$ cat config.mk
export PLATFORM = sky130hd
export DESIGN_NAME = multi_operand_sum_datapath
export DESIGN_NICKNAME = d
export VERILOG_FILES = /design/src/rtl/multi_operand_sum_datapath_pkg.sv /design/src/rtl/multi_operand_sum_datapath_operand_bank.sv /design/src/rtl/multi_operand_sum_datapath.sv
export SDC_FILE = /design/constraint.sdc
export NUM_CORES = 1
export LEC_CHECK = 0
export ABC_AREA = 1
export CAP_MARGIN = 20
export CORE_MARGIN = 1
export CORE_UTILIZATION = 34
export CTS_BUF_LIST = sky130_fd_sc_hd__clkbuf_4
export CTS_CLUSTER_DIAMETER = 150
export CTS_CLUSTER_SIZE = 8
export DETAILED_ROUTE_END_ITERATION = 12
export DONT_BUFFER_PORTS = 1
export PLACE_DENSITY = 0.54
export REMOVE_ABC_BUFFERS = 1
export SYNTH_ARGS = -nofsm -noshare
export SYNTH_HDL_FRONTEND = slang
export SYNTH_SLANG_ARGS = --single-unit
$ cat constraint.sdc
create_clock -name clock -period 1.96 [get_ports clock]
set_input_delay 0.392 -clock clock [delete_from_list [all_inputs] [get_ports clock]]
set_output_delay 0.392 -clock clock [all_outputs]
set_load 0.005 [all_outputs]
$ cat src/rtl/multi_operand_sum_datapath_pkg.sv
// Shared definitions for the multi-operand sum datapath.
// - state_t     : sequencer states (IDLE, ACCUM, DONE)
// - MODE_ADD/SUB: values of the mode input
// - result_width: width that holds the worst-case add-mode sum without overflow
package multi_operand_sum_datapath_pkg;

  typedef enum logic [1:0] {
    S_IDLE  = 2'd0,
    S_ACCUM = 2'd1,
    S_DONE  = 2'd2
  } state_t;

  localparam logic MODE_ADD = 1'b0;
  localparam logic MODE_SUB = 1'b1;

  // (NOPS+1)*(2^W-1) < 2^(W + clog2(NOPS+1)), so add mode can never wrap.
  function automatic int result_width(input int w, input int nops);
    return w + $clog2(nops + 1);
  endfunction

endpackage

$ cat src/rtl/multi_operand_sum_datapath_operand_bank.sv
// Operand register bank: NOPS registers of W bits, loaded all at once.
// Ports:
// - clock : rising-edge clock
// - clear : asynchronous active-low reset, empties the bank
// - load  : capture every operand from d on this edge
// - d     : packed operands, d[i*W +: W] = operand i
// - sel   : read index
// - q     : combinational read of operand sel
module multi_operand_sum_datapath_operand_bank #(
  parameter int W    = 1,
  parameter int NOPS = 3,
  parameter int CW   = 2
) (
  input  logic              clock,
  input  logic              clear,
  input  logic              load,
  input  logic [NOPS*W-1:0] d,
  input  logic [CW-1:0]     sel,
  output logic [W-1:0]      q
);

  logic [W-1:0] bank [NOPS];

  // NOTE: the bank is a handful of flops, not a RAM macro, so it is cleared on
  // reset; a reset on a real memory array would block RAM inference.
  always_ff @(posedge clock or negedge clear) begin
    if (!clear) begin
      for (int i = 0; i < NOPS; i++) bank[i] <= '0;
    end else if (load) begin
      for (int i = 0; i < NOPS; i++) bank[i] <= d[i*W +: W];
    end
  end

  // The sequencer only ever presents sel in 0..NOPS-1.
  assign q = bank[sel];

endmodule

$ cat src/rtl/multi_operand_sum_datapath.sv
// Multi-operand sum datapath: adds (or subtracts) NOPS latched operands plus a
// carry/borrow-in through one shared adder, sequenced by a small FSM.
// Ports:
// - clock  : rising-edge clock
// - clear  : asynchronous active-low reset; aborts any operation in flight
// - start  : request, sampled only in IDLE
// - mode   : 0 = add, 1 = subtract (latched at start)
// - m      : operands, m[i*W +: W] = operand i (latched at start)
// - cin    : carry-in (add) / borrow-in (subtract), latched at start
// - busy   : high while accumulating
// - done   : one-cycle pulse when result becomes valid
// - result : final value, held until the next completion
// - neg    : sign of result in subtract mode, 0 in add mode
module multi_operand_sum_datapath
  import multi_operand_sum_datapath_pkg::*;
#(
  parameter int W    = 1,
  parameter int NOPS = 3,
  localparam int RW  = result_width(W, NOPS)
) (
  input  logic              clock,
  input  logic              clear,
  input  logic              start,
  input  logic              mode,
  input  logic [NOPS*W-1:0] m,
  input  logic              cin,
  output logic              busy,
  output logic              done,
  output logic [RW-1:0]     result,
  output logic              neg
);

  localparam int CW = $clog2(NOPS);
  localparam logic [CW-1:0] LAST = CW'(NOPS - 1);

  state_t        state;
  logic [CW-1:0] count;
  logic [RW-1:0] acc;
  logic [RW-1:0] acc_next;
  logic          mode_q;
  logic          cin_q;
  logic [W-1:0]  op;
  logic [RW-1:0] op_ext;
  logic [RW-1:0] cin_ext;
  logic          load;

  assign load = (state == S_IDLE) && start;

  multi_operand_sum_datapath_operand_bank #(
    .W    (W),
    .NOPS (NOPS),
    .CW   (CW)
  ) u_bank (
    .clock (clock),
    .clear (clear),
    .load  (load),
    .d     (m),
    .sel   (count),
    .q     (op)
  );

  assign op_ext  = RW'(op);
  assign cin_ext = RW'(cin_q);

  // Shared adder/subtractor. The first step seeds acc from operand 0 so the
  // carry/borrow is folded in exactly once.
  // NOTE: acc_next gets a default before any branch so no path leaves it
  // unassigned, which would otherwise infer a latch.
  always_comb begin
    acc_next = acc;
    if (mode_q == MODE_ADD) begin
      acc_next = acc + op_ext + ((count == '0) ? cin_ext : '0);
    end else if (count == '0) begin
      acc_next = op_ext - cin_ext;
    end else begin
      acc_next = acc - op_ext;
    end
  end

  // NOTE: all state here uses non-blocking assignments so every register sees
  // the pre-edge values of the others, independent of statement order.
  always_ff @(posedge clock or negedge clear) begin
    if (!clear) begin
      state  <= S_IDLE;
      count  <= '0;
      acc    <= '0;
      mode_q <= MODE_ADD;
      cin_q  <= 1'b0;
      busy   <= 1'b0;
      done   <= 1'b0;
      result <= '0;
      neg    <= 1'b0;
    end else begin
      done <= 1'b0;
      case (state)
        S_IDLE: begin
          if (start) begin
            mode_q <= mode;
            cin_q  <= cin;
            acc    <= '0;
            count  <= '0;
            busy   <= 1'b1;
            state  <= S_ACCUM;
          end
        end
        S_ACCUM: begin
          acc   <= acc_next;
          count <= count + 1'b1;
          if (count == LAST) begin
            // Final step: publish the freshly computed value on DONE entry.
            count  <= '0;
            busy   <= 1'b0;
            done   <= 1'b1;
            result <= acc_next;
            neg    <= (mode_q == MODE_SUB) && acc_next[RW-1];
            state  <= S_DONE;
          end
        end
        S_DONE: state <= S_IDLE;
        default: state <= S_IDLE;
      endcase
    end
  end

endmodule

Word-level counts from Yosys, hierarchy flattened:

Cells that the tools add are included.

* bits in registers: 18
* bits of input ports: 8
* output and inout port bits: 6
* word-level logic and storage cells: 52

* add/sub/neg operators: 5
* magnitude comparators: 1
* equality and inequality tests: 4
* multiplexer cells: 19
* bitwise gates (word level): 1
* reductions and logical operators: 10

Operators by type and width (count)
* 3-bit two-way mux: 3
* 2-bit two-way mux: 4
* 2-bit case mux with 2 select lines: 2
* 2-bit AND reduction: 4
* 1-bit two-way mux: 7
* 3-bit by 1-bit adder with 3-bit output: 2
* 3-bit case mux with 2 select lines: 1
* 2-bit logical NOT: 2
* 2-bit inequality test, second input constant: 2
* 3-bit greater-or-equal comparator, second input constant: 1
* 2-bit NOT with 3-bit output: 1
* 3-bit AND reduction: 1
* 3-bit by 1-bit subtractor with 3-bit output: 1
* 2-bit by 1-bit adder with 2-bit output, second input constant: 1
* 1-bit binary-select mux with 2-bit select: 1
* 2-bit by 1-bit == test with 1-bit output, second input constant: 1
* 2-bit == test, second input constant: 1
* 1-bit logical AND: 2
* 1-bit case mux with 2 select lines: 1
* 2-bit nonzero test: 1
* 1-bit by 1-bit subtractor with 2-bit output: 1

Depth between registers and ports, before layout:

Gate-level depths: netlist (run 1).

* depth after elaboration: 8
* depth in mapped cells: 11
* gate-level depth less buffers: 11

By module:

A second synthesis (run 1) with hierarchy kept.

* cells, all modules: 113
* area total of the unflattened synthesis: 928.4 um^2

By module, submodules not included
* multi_operand_sum_datapath: times used 1, cells each 94, area each 787.0 um^2, seq. area each 375.4 um^2
* multi_operand_sum_datapath_operand_bank: times used 1, cells each 19, area each 141.4 um^2, seq. area each 75.1 um^2

Least setup slack after synthesis (run 1):

No wires, ideal clock.

* path kind: reg-to-reg
* start point: register count[0]
* end point: register acc[1]
* setup time: 117 ps
* arrival: 1862 ps
* required time: 1843 ps
* setup slack: -19 ps
* cell stages (with the launch flop): 11
* path buffers: 0
* period minus slack after synthesis: 1979 ps
* cells stage by stage: dfrtp_1 > inv_2 > nand2_2 > o211ai_1 > inv_1 > fa_1 > inv_1 > ha_1 > or2_2 > nand3_1 > nand2_1

* longest elaborated chain between the ends: 8
* elaborated cells on any way between the ends: 13
* classes of those cells: add/sub (4); mux (7); bitwise (1); reduce/logical (1)

RTL lines
* start: declaration: line multi_operand_sum_datapath.sv:37 `logic [CW-1:0] count;`
* start signal: assignment: line multi_operand_sum_datapath.sv:108 `count <= count + 1'b1;`
* 2-bit NOT with 3-bit output (not written as such): line multi_operand_sum_datapath_operand_bank.sv:35 `assign q = bank[sel];`
* 1-bit binary-select mux with 2-bit select: line multi_operand_sum_datapath_operand_bank.sv:35
* 1-bit two-way mux (not written as such) (2 in a row): line multi_operand_sum_datapath_operand_bank.sv:35
* 3-bit by 1-bit adder with 3-bit output, or another cell as far along: line multi_operand_sum_datapath.sv:72 `acc_next = acc + op_ext + ((count == '0) ? cin_ext : '0);`
* 3-bit by 1-bit adder with 3-bit output / 3-bit two-way mux (equally long branches): line multi_operand_sum_datapath.sv:72, multi_operand_sum_datapath.sv:73
* 3-bit two-way mux *: line multi_operand_sum_datapath.sv:71 `if (mode_q == MODE_ADD) begin`
* 3-bit case mux with 2 select lines *: line multi_operand_sum_datapath.sv:95 `case (state)`
* end signal: assignment: line multi_operand_sum_datapath.sv:107 `acc <= acc_next;`
* end: declaration: line multi_operand_sum_datapath.sv:38 `logic [RW-1:0] acc;`

Every way passes the cells marked *; elsewhere a longest branch is shown, timed or not. The select of a mux whose other input is x is not followed.
A chain may end at the register's enable or synchronous reset.

Worst setup path after layout (run 1):

Ends and elaborated chain as after synthesis.

==> results of run 1 <==
==> placed cells by master, fill, tap and decap left out, drive strengths merged <==
master | synthesis | final
o211ai | 3 | 3
dfrtp | 18 | 18
o21ai | 4 | 4
ha | 4 | 4
inv | 19 | 19
dlygate4sd3 | 0 | 1
clkinv | 0 | 1
buf | 0 | 10
fa | 1 | 1
or2 | 2 | 2
nand2 | 41 | 41
nand3 | 11 | 11
xnor2 | 1 | 1
a22oi | 1 | 1
nor2 | 4 | 4
clkbuf | 1 | 3
==> final cells by class <==
type | instances | area [sq um]
multi-input cells | 72 | 481.7
clock buffers | 3 | 22.52
repair buffers | 11 | 88.84
flip-flops and latches | 18 | 450.4
inverters | 19 | 71.32
well taps | 30 | 37.54
clock inverters | 1 | 3.754
fillers | 243 | 1366
==> critical path, stage by stage (launching register included) <==
cell and delay (ps):
dfrtp_1 440, buf_4 150, nand3_1 70, o211ai_1 100, buf_4 150, buf_4 120, ha_2 180, ha_4 230
or2_1 220, nand3_2 90, nand3_2 80, nand2_1 70
==> cells by family (layout without fill, tap and decap cells) <==
kind of cell | count (synthesis) | after routing | synth area share (%)
AOI/OAI and AO/OA | 8 | 8 | 5.826
xor gates and xnor gates | 1 | 1 | 0.9487
adders and majority gates | 5 | 5 | 7.588
buffers and inverters | 20 | 34 | 8.265
DFF | 18 | 18 | 48.78
and+or+nand+nor | 58 | 58 | 28.59
==> per-layer routing <==
metal / global-route usage, % / wire [um]
met5: 0 / 0
met1: 21.53 / 962
met4: 10.26 / 73
met3: 2.542 / 43
met2: 27.37 / 1011
==> worst max-delay path by stage <==
stage	start	endpoint	slack, ps	cells after the start
6_report	count[0]	acc[1]	20	11
5_1_grt	count[1]	acc[1]	-100	10
4_1_cts	count[0]	acc[1]	-2	10
2_1_floorplan	count[0]	acc[1]	-20	10
3_3_place_gp	count[0]	result[1]	-50	10
3_5_place_dp	count[0]	acc[1]	-90	10
==> sequential cells by signal, indices dropped and copies added (netlist names) <==
| name | count |
|---|---|
| acc | 3 |
| busy | 1 |
| cin_q | 1 |
| count | 2 |
| done | 1 |
| mode_q | 1 |
| neg | 1 |
| result | 3 |
| state | 2 |
| u_bank.bank | 3 |
==> metrics by stage <==
step           power [W]  worst slack (ps)  cell area, sq um
6_report        0.002088             19.05              1156
5_1_grt         0.002283            -96.84              1156
4_1_cts         0.002003            -1.765              1127
3_5_place_dp    0.001571            -93.25              1001
3_3_place_gp    0.001535            -47.18              1001
2_1_floorplan   0.001289            -19.44             918.4
==> power breakdown <==
part,switching (W),internal (W)
Sequential,0.000159,0.000535
Combinational,0.000649,0.000537
Clock,0.000134,0.0000746
==> synthesized netlist by cell type (all sizes together) <==
cell and number:
xnor2 1, clkbuf 1, o211ai 3, o21ai 4, or2 2, nand3 11
inv 19, fa 1, dfrtp 18, nand2 41, ha 4, a22oi 1
nor2 4
==> repair_timing <==
action	in CTS	in global routing
pin swaps	10	13
setup endpoints to repair	2	6
buffers inserted	4	2
hold endpoints to repair	18	0
hold buffers	1	0
gates resized for setup	11	6
==> impl_results.md, run 1 <==
- Crit Path Category: reg -> reg
- Slew HR: 44.09%
- Clk sinks: 18
- Endpoints failing hold: 0
- Final RePlAce weighted congestion: 0.8287
- Max-cap violations: 0
- IO Pins: 14
- Hold Path Depth: 2
- Hold_ws: 184.7 ps
- Seq cells post-synth: 18
- Flop2flop setup slack: 20 ps
- Root Buffer: clkbuf_4
- Final global-route overflow total: 0
- Static Leak: 0.5807 nW
- Library cells used by synthesis: 20
- Synth Cell Area: 923.4 sq um
- Maximum clock rate: 515.2 MHz
- Final Non-Filler Cells: 154
- Row count: 18
- CTS tree: done
- Worst-skew pair later-pin latency: 310 ps
- Post-route DRC: 0
- Max VDD drop: 0.8665 mV
- CP Data Arrival Time: 2200 ps
- First-pass GRT wire length: 3312 um
- Vias per Instance: 4.961
- DR iter-0 viols: 7
- DR vias: 764
- Critical Path End Type: register
- Crit start category: register
- Mapped Cells: 110
- Synth warnings: 0
- Die area: 2928 sq um
- GRT Resource Usage Total: 17.08%
- Share of the synthesized area in the top cell type: 48.78%
- Input/output buffers: 0
- CTS H-tree depth: 1
- Avg Synthesized Cell Area: 8.394 sq um
- Clock Skew: 2.448 ps
- Actual slew at the worst max-slew pin: 835.9 ps
- DP HPWL: 1351 um
- Reg-to-Reg Start: count[0]
- Final setup TNS: 0 ps
- Syn-to-layout area delta: 25.20%
- Core box area: 2522 sq um
- Vias in the first global route: 766
- Routed Antenna Nets: 0
- Clock Tree Buf Depth: 2
- Hold path start: cin
- Layout cell share with drive strength beyond 1: 30.65%
- Max Transition Viols Final: 0
- CTS clk-pin slew, worst paths: 110 ps
- Period Utilization, post-route: 99.03%
- Setup violations, final: 0
- Largest net degree at the start of global routing: 19
- Dominant cell type by area after synthesis: dfrtp_1
- Synth top area cells: dfrtp_1 (49%), nand2_1 (16%), inv_1 (6.5%)
- Required time of the critical path: 2220 ps
- Die width: 54.12 um
- Effective utilization at floorplan: 36.61%
- DR pass1 iterations: 4
- Share of the yosys chip area belonging to registers: 48.78%
- Outcome: completed
- Cell Pwr Density: 1806 nW/um^2
- Final #Nets: 138
- Cells on worst reg2reg path: 11
- Critical Path Fanout Max: 4
- Vert. Die Dim: 54.12 um
- Worst R2R End: acc[1]
- Post-DR wirelength/cell: 13.58 um
- Min cycle time layout: 1941 ps
- Initial antenna violation count: 0
- N_diodes: 0
- Unrepaired setup endpoints after global routing: true
- Placed Cells: 145
- Finished Core Util: 45.83%
- Num CTS Buffers: 3
- Min-Delay Endpoint: cin_q
- Drt total wl: 2091 um
- Min-delay worst type: in -> reg
(Power assumes the default switching activity.)
==> run 2, diff against run 1 <==
--- a/config.mk
+++ b/config.mk
@@ -7,6 +7,7 @@
 export LEC_CHECK = 0
 export ABC_AREA = 1
 export CAP_MARGIN = 20
+export CORE_ASPECT_RATIO = 0.9
 export CORE_MARGIN = 1
 export CORE_UTILIZATION = 34
 export CTS_BUF_LIST = sky130_fd_sc_hd__clkbuf_4
==> impl_results.md, run 2 (same netlist as run 1, synthesis figures left out) <==
- Final setup TNS: 0 ps
- Crit Path Category: reg -> reg
- Max-cap violations: 0
- Clock Skew: 9.812 ps
- Routed Antenna Nets: 0
- Commonest non-fill, non-tap cell in the layout: nand2_1
- First-pass GRT wire length: 3201 um
- Most frequent cells in the layout: nand2_1 (37), dfrtp_1 (18), inv_1 (15), buf_4 (14), nand3_2 (6)
- Effective utilization at floorplan: 36.79%
- Root Buffer: clkbuf_4
- Most used cell along the critical path: inv_2
- N_diodes: 0
- Input/output buffers: 0
- Required time of the critical path: 2150 ps
- Die width: 56.93 um
- Initial antenna violation count: 0
- CTS tree: done
- Largest net degree at the start of global routing: 19
- Final #Nets: 142
- GRT Resource Usage Total: 14.89%
- Final RePlAce weighted congestion: 0.8011
- Setup violations, final: 0
- Clk sinks: 18
- Drt total wl: 1871 um
- CTS H-tree depth: 1
- DR pass1 iterations: 4
- Maximum clock rate: 522.6 MHz
- Static Leak: 0.6022 nW
- Min-delay worst type: in -> reg
- DP HPWL: 1291 um
- Slew HR: 46.84%
- Critical Path Fanout Max: 3
- Finished Core Util: 46.51%
- CP Data Arrival Time: 2100 ps
- Layout cell share with drive strength beyond 1: 31.25%
- IO Pins: 14
- Clock Tree Buf Depth: 2
- Critical Path End Type: register
- Min cycle time layout: 1914 ps
- Endpoints failing hold: 0
- Max VDD drop: 0.6585 mV
- Final global-route overflow total: 0
- Row count: 17
- Worst-skew pair later-pin latency: 290 ps
- Syn-to-layout area delta: 26.42%
- Cell Pwr Density: 1760 nW/um^2
- Max Transition Viols Final: 0
- Post-route DRC: 0
- Period Utilization, post-route: 97.63%
- Num CTS Buffers: 3
- Actual slew at the worst max-slew pin: 794.8 ps
- Unrepaired setup endpoints after global routing: true
- DR iter-0 viols: 8
- Vias per Instance: 4.705
- Die area: 2928 sq um
- Core box area: 2510 sq um
- Crit start category: register
- Max stage delay cell, worst path: dfrtp_1
- Vert. Die Dim: 51.44 um
- Top Registers: acc (3), result (3), u_bank.bank (3)
- Worst path max stage delay: 420 ps
- CTS clk-pin slew, worst paths: 100 ps
- DR vias: 734
- Outcome: completed
- Vias in the first global route: 739
- CP Cell Sequence: inv_2 -> nand2_2 -> o211ai_1 -> inv_1 -> fa_2 -> inv_2 -> ha_4 -> or2_4 -> nand3_2 -> nand2_1
- Place WS: -61.06 ps
- Post-DR wirelength/cell: 11.99 um
- Final worst slack: 46.36 ps
run 2: cell count changes in the layout (fill, tap and decap cells not counted), sizes merged:
cell	change
buf	+4
run 2: report_power, final:
part           switching, W  internal [W]  total [W]
clock network      0.000112     0.0000741   0.000186
registers          0.000148      0.000535   0.000684
logic              0.000634      0.000550    0.00118
run 2: stage by stage:
stage	hold WS, ps	instances	power [W]	area, sq um
after global placement	97.14	144	0.001559	1006
final	204.2	156	0.002054	1167
after floorplan	96.41	109	0.001289	918.4
after detailed placement	97.21	144	0.001584	1006
after CTS	181.5	157	0.002010	1152
after global routing	187.3	156	0.002262	1167
run 2: what timing repair did:
action,4_1_cts,5_1_grt
pin swaps,5,9
endpoints found under the setup margin,2,7
setup buffers,8,2
resized for setup,11,4
hold endpoints to repair,18,0
hold buffers,1,0
run 2: area by class of cell:
cell class                 instances  area (sq um)
fill                             256          1343
multi-input combinational         72         469.2
sequential                        18         450.4
timing repair buffer              15         115.1
inverter                          19         71.32
tap                               28         35.03
clock buffer                       3         22.52
clock inverter                     1         3.754
run 2: routing by layer:
metal  wire, um  GRT usage, %  up-vias
met2        904         23.92       15
met3         83         5.823        2
li1           -             -      380
met1        870         18.34      337
met4         12         4.878        0
met5          0             0        -
run 2: worst paths after layout:
kind | from | to | slack, ps | depth (start not counted)
max in group asynchronous | clear | result[1] | 840 | 1
worst max-delay path | count[0] | acc[1] | 50 | 10
min in group asynchronous | clear | state[0] | 620 | 1
worst min-delay path | m[0] | u_bank.bank[2] | 200 | 2
worst max register to register | count[0] | acc[1] | 50 | 10
worst min register to register | acc[0] | acc[0] | 490 | 2
run 2: critical path, delay by kind of cell (launching register included):
family,cells,cell delay [ps]
adder cells (fa/ha/maj),2,530
flip-flops,1,420
AND/OR/NAND/NOR,4,400
buffers and inverters,3,260
AO/OA/AOI/OAI,1,200
==> run 3, diff against run 2 <==
--- a/config.mk
+++ b/config.mk
@@ -15,7 +15,8 @@
 export CTS_CLUSTER_SIZE = 8
 export DETAILED_ROUTE_END_ITERATION = 12
 export DONT_BUFFER_PORTS = 1
-export PLACE_DENSITY = 0.54
+export GPL_TIMING_DRIVEN = 0
+export PLACE_DENSITY = 0.52
 export REMOVE_ABC_BUFFERS = 1
 export SYNTH_ARGS = -nofsm -noshare
 export SYNTH_HDL_FRONTEND = slang
==> impl_results.md, run 3 (same netlist as run 1, synthesis figures left out) <==
- Final RePlAce weighted congestion: 0.7666
- Endpoints failing hold: 0
- Clock Skew: 2.081 ps
- IO Pins: 14
- Core box area: 2510 sq um
- Cell Pwr Density: 1817 nW/um^2
- Post-route DRC: 0
- Outcome: finished with violations
- Largest net degree at the start of global routing: 19
- Top Registers: acc (3), result (3), u_bank.bank (3)
- DR vias: 728
- Most used cell along the critical path: inv_2
- Commonest non-fill, non-tap cell in the layout: nand2_1
- Vias in the first global route: 698
- Vias per Instance: 4.758
- Max-cap violations: 0
- Root Buffer: clkbuf_4
- Initial antenna violation count: 0
- Final setup TNS: -186.2 ps
- Clk sinks: 18
- Finished Core Util: 47.31%
- CTS H-tree depth: 1
- DP HPWL: 1257 um
- CTS clk-pin slew, worst paths: 100 ps
- Input/output buffers: 0
- Crit Path Category: reg -> reg
- Period Utilization, post-route: 104.2%
- Actual slew at the worst max-slew pin: 789.6 ps
- Effective utilization at floorplan: 36.79%
- Max stage delay cell, worst path: dfrtp_2
- Violated checks: setup timing
- Static Leak: 0.5919 nW
- Die area: 2928 sq um
- Min cycle time layout: 2042 ps
- Filler instances: 258
- Max VDD drop: 0.7732 mV
- CP Data Arrival Time: 2240 ps
- Slew HR: 47.19%
- N_diodes: 0
- Setup violations, final: 4
- Max Transition Viols Final: 0
- CTS tree: done
- First-pass GRT wire length: 3249 um
- Final #Nets: 139
- Routed Antenna Nets: 0
- Required time of the critical path: 2160 ps
- Hold_ws: 199.8 ps
- Critical Path Fanout Max: 4
- Place WS: -214.1 ps
- Num CTS Buffers: 3
- Clock Tree Buf Depth: 2
- Crit start category: register
- Die width: 56.93 um
- Min-delay worst type: in -> reg
- Worst-skew pair later-pin latency: 300 ps
- GRT Resource Usage Total: 15.25%
- Vert. Die Dim: 51.44 um
- Layout cell share with drive strength beyond 1: 36.00%
- Final worst slack: -82.16 ps
- Worst path max stage delay: 460 ps
- CP bufs+invs: 3
- Drt total wl: 1960 um
- CP Cell Sequence: inv_2 -> nand2_4 -> o211ai_1 -> inv_1 -> fa_2 -> inv_2 -> ha_4 -> or2_4 -> nand3_2 -> nand2_1
- Maximum clock rate: 489.7 MHz
- Post-DR wirelength/cell: 12.81 um
- Row count: 17
- Most frequent cells in the layout: nand2_1 (36), dfrtp_1 (16), inv_1 (14), buf_4 (9), nand3_2 (8)
- Unrepaired setup endpoints after global routing: true
- DR iter-0 viols: 12
- Top delay family on crit path: adder cells
- Critical Path End Type: register
- Syn-to-layout area delta: 28.59%
- Final global-route overflow total: 0
- DR pass1 iterations: 3
run 3: cell types whose count changed in the layout (fill, tap and decap cells not counted), sizes merged:
cell	previous run	this run
buf	14	11
run 3: repair_timing:
action                                  4_1_cts  5_1_grt
endpoints found under the setup margin        4        7
endpoints found under the hold margin        18        0
hold buffers                                  1        0
pin swaps                                     8       15
buffers inserted                             10        4
resized for setup                            13       14
gates cloned                                  0        0
run 3: cell type report:
cell class / instances / area [sq um] / area share (%)
multi-input combinational: 72 / 501.7 / 42.25
sequential: 18 / 452.9 / 38.15
timing repair buffer: 12 / 100.1 / 8.430
inverter: 19 / 71.32 / 6.006
tap: 28 / 35.03 / 2.950
clock buffer: 3 / 22.52 / 1.897
clock inverter: 1 / 3.754 / 0.3161
run 3: final timing paths:
| kind | from | end | slack (ps) | cells past startpoint |
|---|---|---|---|---|
| min reg2reg | u_bank.bank[2] | u_bank.bank[2] | 480 | 2 |
| min in group asynchronous | clear | state[0] | 610 | 1 |
| min | m[0] | u_bank.bank[2] | 200 | 2 |
| max in group asynchronous | clear | count[0] | 820 | 1 |
| max reg2reg | count[0] | acc[1] | -80 | 10 |
| max | count[0] | acc[1] | -80 | 10 |
run 3: worst reg2reg max path, delay by kind of cell, from the launching register on:
family / cells / cell delay, ps
and+or+nand+nor: 4 / 400
DFF: 1 / 460
AOI/OAI and AO/OA: 1 / 240
adders and majority gates: 2 / 540
buffers and inverters: 3 / 300
run 3: power by group:
part           internal [W]  switching (W)  total [W]
combinational      0.000589       0.000669    0.00126
clock             0.0000743       0.000121   0.000195
sequential         0.000539       0.000165   0.000704
total               0.00120       0.000955    0.00216
run 3: routing by layer:
| layer | track usage (%) | routed length (um) |
|---|---|---|
| met1 | 21.11 | 939 |
| met2 | 22.75 | 936 |
| met3 | 5.316 | 74 |
| met4 | 3.659 | 9 |
| met5 | 0 | 0 |
run 3: stage by stage:
stage                     total power (W)  instances  instance area, sq um
after floorplan                  0.001289        109                 918.4
after global placement           0.001439        137                 953.4
after detailed placement         0.001466        137                 953.4
after CTS                        0.001989        152                  1126
after global routing             0.002362        153                  1187
final                            0.002157        153                  1187
